==> src/rtl/calc_port_arbiter.sv <==
// Multi-port request front-end for the calculator core: per-port request FIFOs,
// round-robin issue arbitration, per-port tag tracking and response routing.
module calc_port_arbiter #(
    parameter int NUM_PORTS  = 4,
    parameter int FIFO_DEPTH = 4,
    parameter int CMD_W      = 4,
    parameter int REG_W      = 4,
    parameter int TAG_W      = 2,
    parameter int DATA_W     = 32
) (
    input  logic                           clk,
    input  logic                           reset,
    input  logic [NUM_PORTS*CMD_W-1:0]     req_cmd,
    input  logic [NUM_PORTS*REG_W-1:0]     req_d1,
    input  logic [NUM_PORTS*REG_W-1:0]     req_d2,
    input  logic [NUM_PORTS*REG_W-1:0]     req_r1,
    input  logic [NUM_PORTS*TAG_W-1:0]     req_tag,
    input  logic [NUM_PORTS*DATA_W-1:0]    req_data,
    output logic [NUM_PORTS-1:0]           req_ready,
    output logic                           iss_valid,
    input  logic                           iss_ready,
    output logic [$clog2(NUM_PORTS)-1:0]   iss_port,
    output logic [CMD_W-1:0]               iss_cmd,
    output logic [REG_W-1:0]               iss_d1,
    output logic [REG_W-1:0]               iss_d2,
    output logic [REG_W-1:0]               iss_r1,
    output logic [TAG_W-1:0]               iss_tag,
    output logic [DATA_W-1:0]              iss_data,
    input  logic                           rsp_valid,
    input  logic [$clog2(NUM_PORTS)-1:0]   rsp_port,
    input  logic [1:0]                     rsp_resp,
    input  logic [TAG_W-1:0]               rsp_tag,
    input  logic [DATA_W-1:0]              rsp_data,
    output logic [NUM_PORTS*2-1:0]         out_resp,
    output logic [NUM_PORTS*TAG_W-1:0]     out_tag,
    output logic [NUM_PORTS*DATA_W-1:0]    out_data,
    output logic                           err_unexpected
);

    localparam int PW = $clog2(NUM_PORTS);
    localparam int AW = $clog2(FIFO_DEPTH);
    localparam int NT = 2 ** TAG_W;

    typedef struct packed {
        logic [CMD_W-1:0]  cmd;
        logic [REG_W-1:0]  d1;
        logic [REG_W-1:0]  d2;
        logic [REG_W-1:0]  r1;
        logic [TAG_W-1:0]  tag;
        logic [DATA_W-1:0] data;
    } entry_t;

    entry_t                      req_entry  [NUM_PORTS];
    entry_t                      head_entry [NUM_PORTS];
    entry_t                      iss_entry;
    logic [NUM_PORTS-1:0]        fifo_empty;
    logic [NUM_PORTS-1:0]        fifo_full;
    logic [NUM_PORTS-1:0]        req_act;
    logic [NUM_PORTS-1:0]        collide;
    logic [NUM_PORTS-1:0]        push;
    logic [NUM_PORTS-1:0]        pop;
    logic [NUM_PORTS-1:0]        err_pend;
    logic [NUM_PORTS-1:0]        rsp_hit;
    logic [TAG_W-1:0]            req_tag_p  [NUM_PORTS];

    logic [NUM_PORTS-1:0][NT-1:0] outst_reg;
    logic [NUM_PORTS-1:0][NT-1:0] outst_next;
    logic [NUM_PORTS-1:0][NT-1:0] outst_eff;
    logic [NUM_PORTS-1:0][NT-1:0] clr_mask;
    logic [NUM_PORTS-1:0][NT-1:0] set_mask;

    logic [PW-1:0] rr_ptr_reg;
    logic [PW-1:0] lock_port_reg;
    logic          lock_reg;
    logic [PW-1:0] search_port;
    logic          search_found;
    logic [PW-1:0] gnt;
    logic          handshake;
    logic          err_unexpected_reg;

    genvar gi;
    generate
        for (gi = 0; gi < NUM_PORTS; gi++) begin : g_port
            logic [AW:0]       wr_ptr_reg;
            logic [AW:0]       rd_ptr_reg;
            entry_t            mem [FIFO_DEPTH];
            logic              err_pend_reg;
            logic [TAG_W-1:0]  err_tag_reg;
            logic [1:0]        out_resp_reg;
            logic [TAG_W-1:0]  out_tag_reg;
            logic [DATA_W-1:0] out_data_reg;

            assign req_entry[gi] = {req_cmd[gi*CMD_W +: CMD_W],
                                    req_d1[gi*REG_W +: REG_W],
                                    req_d2[gi*REG_W +: REG_W],
                                    req_r1[gi*REG_W +: REG_W],
                                    req_tag[gi*TAG_W +: TAG_W],
                                    req_data[gi*DATA_W +: DATA_W]};
            assign req_tag_p[gi] = req_tag[gi*TAG_W +: TAG_W];

            assign fifo_empty[gi] = (wr_ptr_reg == rd_ptr_reg);
            assign fifo_full[gi]  = (wr_ptr_reg[AW] != rd_ptr_reg[AW]) &&
                                    (wr_ptr_reg[AW-1:0] == rd_ptr_reg[AW-1:0]);
            assign err_pend[gi]   = err_pend_reg;
            assign req_ready[gi]  = !fifo_full[gi] && !err_pend_reg;

            // Collision is judged after this cycle's response clear is applied.
            assign req_act[gi] = (req_cmd[gi*CMD_W +: CMD_W] != '0) && req_ready[gi];
            assign collide[gi] = req_act[gi] && outst_eff[gi][req_tag_p[gi]];
            assign push[gi]    = req_act[gi] && !collide[gi];
            assign pop[gi]     = handshake && (gnt == PW'(gi));

            assign rsp_hit[gi]    = rsp_valid && (rsp_port == PW'(gi)) && outst_reg[gi][rsp_tag];
            assign clr_mask[gi]   = rsp_hit[gi] ? (NT'(1) << rsp_tag) : '0;
            assign set_mask[gi]   = push[gi] ? (NT'(1) << req_tag_p[gi]) : '0;
            assign outst_eff[gi]  = outst_reg[gi] & ~clr_mask[gi];
            assign outst_next[gi] = outst_eff[gi] | set_mask[gi];

            assign head_entry[gi] = mem[rd_ptr_reg[AW-1:0]];

            always_ff @(posedge clk) begin
                if (push[gi]) begin
                    mem[wr_ptr_reg[AW-1:0]] <= req_entry[gi];
                end
            end

            always_ff @(posedge clk or negedge reset) begin
                if (!reset) begin
                    wr_ptr_reg <= '0;
                    rd_ptr_reg <= '0;
                end else begin
                    if (push[gi]) wr_ptr_reg <= wr_ptr_reg + 1'b1;
                    if (pop[gi])  rd_ptr_reg <= rd_ptr_reg + 1'b1;
                end
            end

            // A core response wins the output slot; a pending error waits a cycle.
            always_ff @(posedge clk or negedge reset) begin
                if (!reset) begin
                    err_pend_reg <= 1'b0;
                    err_tag_reg  <= '0;
                    out_resp_reg <= '0;
                    out_tag_reg  <= '0;
                    out_data_reg <= '0;
                end else begin
                    if (rsp_hit[gi]) begin
                        out_resp_reg <= rsp_resp;
                        out_tag_reg  <= rsp_tag;
                        out_data_reg <= rsp_data;
                    end else if (err_pend_reg) begin
                        out_resp_reg <= 2'b10;
                        out_tag_reg  <= err_tag_reg;
                        out_data_reg <= '0;
                    end else begin
                        out_resp_reg <= 2'b00;
                    end

                    if (collide[gi]) begin
                        err_pend_reg <= 1'b1;
                        err_tag_reg  <= req_tag_p[gi];
                    end else if (err_pend_reg && !rsp_hit[gi]) begin
                        err_pend_reg <= 1'b0;
                    end
                end
            end

            assign out_resp[gi*2 +: 2]          = out_resp_reg;
            assign out_tag[gi*TAG_W +: TAG_W]   = out_tag_reg;
            assign out_data[gi*DATA_W +: DATA_W] = out_data_reg;
        end
    endgenerate

    // Round-robin search: first non-empty port after the last granted one.
    always_comb begin
        search_found = 1'b0;
        search_port  = '0;
        for (int i = 1; i <= NUM_PORTS; i++) begin
            int idx;
            idx = int'(rr_ptr_reg) + i;
            if (idx >= NUM_PORTS) idx = idx - NUM_PORTS;
            if (!search_found && !fifo_empty[idx]) begin
                search_found = 1'b1;
                search_port  = PW'(idx);
            end
        end
    end

    assign iss_valid = !(&fifo_empty);
    assign gnt       = lock_reg ? lock_port_reg : search_port;
    assign handshake = iss_valid && iss_ready;
    assign iss_entry = iss_valid ? head_entry[gnt] : '0;

    assign iss_port = iss_valid ? gnt : '0;
    assign iss_cmd  = iss_entry.cmd;
    assign iss_d1   = iss_entry.d1;
    assign iss_d2   = iss_entry.d2;
    assign iss_r1   = iss_entry.r1;
    assign iss_tag  = iss_entry.tag;
    assign iss_data = iss_entry.data;

    // A stalled grant is pinned so newly filled higher-priority ports cannot steal it.
    always_ff @(posedge clk or negedge reset) begin
        if (!reset) begin
            rr_ptr_reg    <= PW'(NUM_PORTS - 1);
            lock_reg      <= 1'b0;
            lock_port_reg <= '0;
        end else begin
            lock_reg      <= iss_valid && !iss_ready;
            lock_port_reg <= gnt;
            if (handshake) rr_ptr_reg <= gnt;
        end
    end

    always_ff @(posedge clk or negedge reset) begin
        if (!reset) begin
            outst_reg          <= '0;
            err_unexpected_reg <= 1'b0;
        end else begin
            outst_reg <= outst_next;
            if (rsp_valid && !(|rsp_hit)) err_unexpected_reg <= 1'b1;
        end
    end

    assign err_unexpected = err_unexpected_reg;

endmodule

==> config.mk <==
export PLATFORM = sky130hd
export DESIGN_NAME = calc_port_arbiter
export DESIGN_NICKNAME = d
export VERILOG_FILES = /design/src/rtl/calc_port_arbiter.sv
export SDC_FILE = /design/constraint.sdc
export NUM_CORES = 1
export LEC_CHECK = 0
export CAP_MARGIN = 20
export CORE_MARGIN = 3
export CORE_UTILIZATION = 55
export DETAILED_ROUTE_END_ITERATION = 8
export GPL_TIMING_DRIVEN = 1
export PLACE_DENSITY = 0.78
export SKIP_LAST_GASP = 1
export SLEW_MARGIN = 20
export SYNTH_ARGS = -nofsm -noshare
export SYNTH_HDL_FRONTEND = slang
export SYNTH_SLANG_ARGS = --single-unit
==> constraint.sdc <==
create_clock -name clk -period 3.4 [get_ports clk]
set_input_delay 0.51 -clock clk [delete_from_list [all_inputs] [get_ports clk]]
set_output_delay 0.51 -clock clk [all_outputs]
set_load 0.02 [all_outputs]
==> results.yml <==
clocking:
  clock-root-buffer: "clkbuf_16"
  htreeDepth: 3
  clk_pin_slew_ps: 60
  cts_buffer_depth: 3
  cts_tree: "built"
  cts_sinks: 1002
  cts_made_buffers: 99
  clock_latency_ps: 650
global_routing:
  grt_antenna_before_repair: 22
  grt_first_pass_wirelength_um: 163000
  grt_max_degree: 88
  gr-usage-all-layers_pct: 30.1
  overflow: 0
  first_global_vias: 23800
hold_path:
  hold_class: "primary input to flop"
  min-delay-start: "iss_ready"
  hold_depth: 2
  whs_endpoint: "lock_reg"
final_layout:
  largest_register_ffs: 800
  final_nets: 2997
  final_cell_mix: "edfxtp_1, clkdlybuf4s50_1, nand2_1, mux4_2, dfrtp_1"
  final_cell_count_no_fill: 3763
  layout_commonest_cell: "edfxtp_1"
  multiInputGateArea_um2: 10400
  area_growth_pct: 26.4
  finish.instance_area_um2: 50000
  ff_latch_area_um2: 29100
  drive_gt1_share_pct: 23.4
  fillers: 4283
setup_path:
  r2r-end: "g_port[1].rd_ptr_reg[1]"
  worstRegToRegCells: 11
  cp_max_fo: 8
  start_kind: "flop"
  r2r-start: "g_port[0].rd_ptr_reg[0]"
  crit_top_cell: "buf_4"
  worst-endpoint-arrival_ps: 3550
  end_kind: "output pin"
  path_class: "flop to output pin"
  ff2ff_setup_slack_ps: 370
  path_cells: "xor2_4 -> or3_4 -> o21a_1 -> o221a_1 -> o31a_1 -> bufinv_8 -> buf_4 -> buf_6 -> mux2i_4 -> o22ai_2 -> buf_4"
  worstPathRequired_ps: 2890
  slowest_stage: "dfrtp_4"
  max_stage_delay_ps: 500
  cp_top_family: "compound AO/OA/AOI/OAI gates"
  worst-path-buf-inv: 4
status:
  violations: "negative setup slack"
  status: "finished with violations"
logic_synthesis:
  syn-cell-area_um2: 39600
  yosys_register_bits: 1002
  syn-num-nets: 2427
  avgSynthCellArea_um2: 18.3
  ys_seq_area_share_pct: 73.5
  async_flop_share_pct: 20.2
  ys.flop_type: "edfxtp_1"
  synth_cell_types: 56
  syn_inst: 2165
  synth_warnings: 0
  synth_edf_count: 800
detailed_routing:
  wl_per_cell_um: 30.0
  dr.pass1.iters: 6
  via_per_inst: 6.10
  remaining_drc_errors: 0
  vias: 23000
  wirelength_um: 113000
  ant_nets: 0
  drt-initial-drc-count: 2371
sta:
  max_freq_mhz: 247
  finalWorstSetupSlack_ps: -655
  rsz0062_at_grt: "true"
  skew_ps: 21.3
  drv_slew: 0
  period_minus_slack_ps: 4060
  setup_viol: 50
  final.period_utilization_pct: 119
  hold_viol: 0
  tightest_slew_ps: 895
  relSlewSlack_pct: 40.3
placement:
  port_buffers: 443
  dp_hpwl_um: 74600
  place_congestion: 0.970
  dp_cells: 3542
  dpl_cell_area_um2: 45900
floorplan:
  rows: 97
  die_h_um: 274
  initial_core_util_pct: 56.0
  die_area_um2: 75200
  coreArea_um2: 70600
  die_w_um: 274
  ios: 444
flow_run:
  drv_cap: 0
power_and_ir_drop:
  power_leakage_nw: 18.1
  vdd_ir_drop_max_mv: 1.11
  p_per_area_nw_per_um2: 968
-- what timing repair did --
item,CTS,global route
hold buffers,1,0
resized for setup,199,89
setup endpoints to repair,53,52
endpoints found under the hold margin,81,0
setup buffers,17,9
pin swaps,18,31
cloned,6,2
-- final cells by class --
class,instances,area share (%)
Clock buffer,135,5.45
Timing Repair inverter,1,0.0225
Inverter,24,0.208
Timing Repair Buffer,598,12.3
Antenna cell,15,0.0750
Clock inverter,39,0.685
Multi-Input combinational cell,1009,20.8
Sequential cell,1002,58.2
Tap cell,940,2.35
-- metal layers --
metal  track usage (%)  vias up  routed length (um)
met1              36.3    12000               39000
met3              8.40      202               10700
met2              51.5     1126               58300
met4              12.3       18                4670
li1                  -     9626                   -
met5                 0        -                 147
-- power by group --
group          switching (W)  internal (W)  total, W
sequential          0.000931        0.0160    0.0169
clock                0.00452       0.00584    0.0104
combinational         0.0117       0.00943    0.0211
-- cell families (layout without fill, tap and decap cells) --
kind of cell / Yosys count / after routing / share of synthesized area (%)
xor+xnor: 32 / 32 / 0.708
simple gates: 506 / 506 / 6.45
other cells: 0 / 15 / 0
compound gates: 116 / 116 / 2.00
flops: 1002 / 1002 / 73.5
fa+ha+maj: 20 / 20 / 0.632
buf+inv: 154 / 797 / 1.74
mux: 335 / 335 / 15.0
-- worst max path at each step --
stage	start	end	slack, ps	depth (start not counted)
floorplan	g_port[1].rd_ptr_reg[0]	iss_cmd[0]	110	13
global placement	g_port[1].rd_ptr_reg[0]	iss_data[25]	-400	10
detailed placement	g_port[1].rd_ptr_reg[0]	iss_data[25]	-390	10
CTS	g_port[1].rd_ptr_reg[0]	iss_data[30]	-640	12
global route	g_port[0].rd_ptr_reg[0]	iss_d2[3]	-750	11
finish	g_port[0].rd_ptr_reg[0]	iss_data[10]	-660	11
-- worst register-to-register path, cell delays in order, from the launching register on --
cell and delay, ps:
dfrtp_4 500, xor2_4 170, or3_4 380, buf_6 130, a32oi_1 180, o221a_1 210, o31a_1 180, bufinv_8 250
buf_6 170, buf_4 160, nor3_2 230, mux2_1 350
-- Yosys cell counts (8+ instances only) --
cell,n,area (um^2)
edfxtp_1,800,24000
a32o_1,8,80.1
nor3_1,10,50.1
xnor2_1,9,78.8
nand2_1,292,1100
o22ai_1,50,313
nand3b_1,129,968
mux2i_1,116,1160
nor2_1,19,71.3
nand3_1,8,40.0
inv_1,23,86.3
dfrtp_1,200,5000
clkbuf_1,111,417
o21ai_0,24,120
mux4_2,204,4590
and3_1,17,106
xor2_1,23,201
mux2_2,12,135
ha_1,20,250
-- metrics by stage --
step / setup TNS, ps / setup WS [ps] / total power (W) / utilization [%] / hold WS (ps)
after global placement: -6940 / -395 / 0.0354 / 65.0 / 475
after global routing: -33340 / -748 / 0.0501 / 70.8 / 453
after floorplan: 0 / 111 / 0.0271 / - / 214
final: -29560 / -655 / 0.0484 / 70.8 / 454
after detailed placement: -8020 / -386 / 0.0358 / 65.0 / 479
after CTS: -27180 / -641 / 0.0474 / 70.1 / 424
Power figures use the tool's default switching activity.
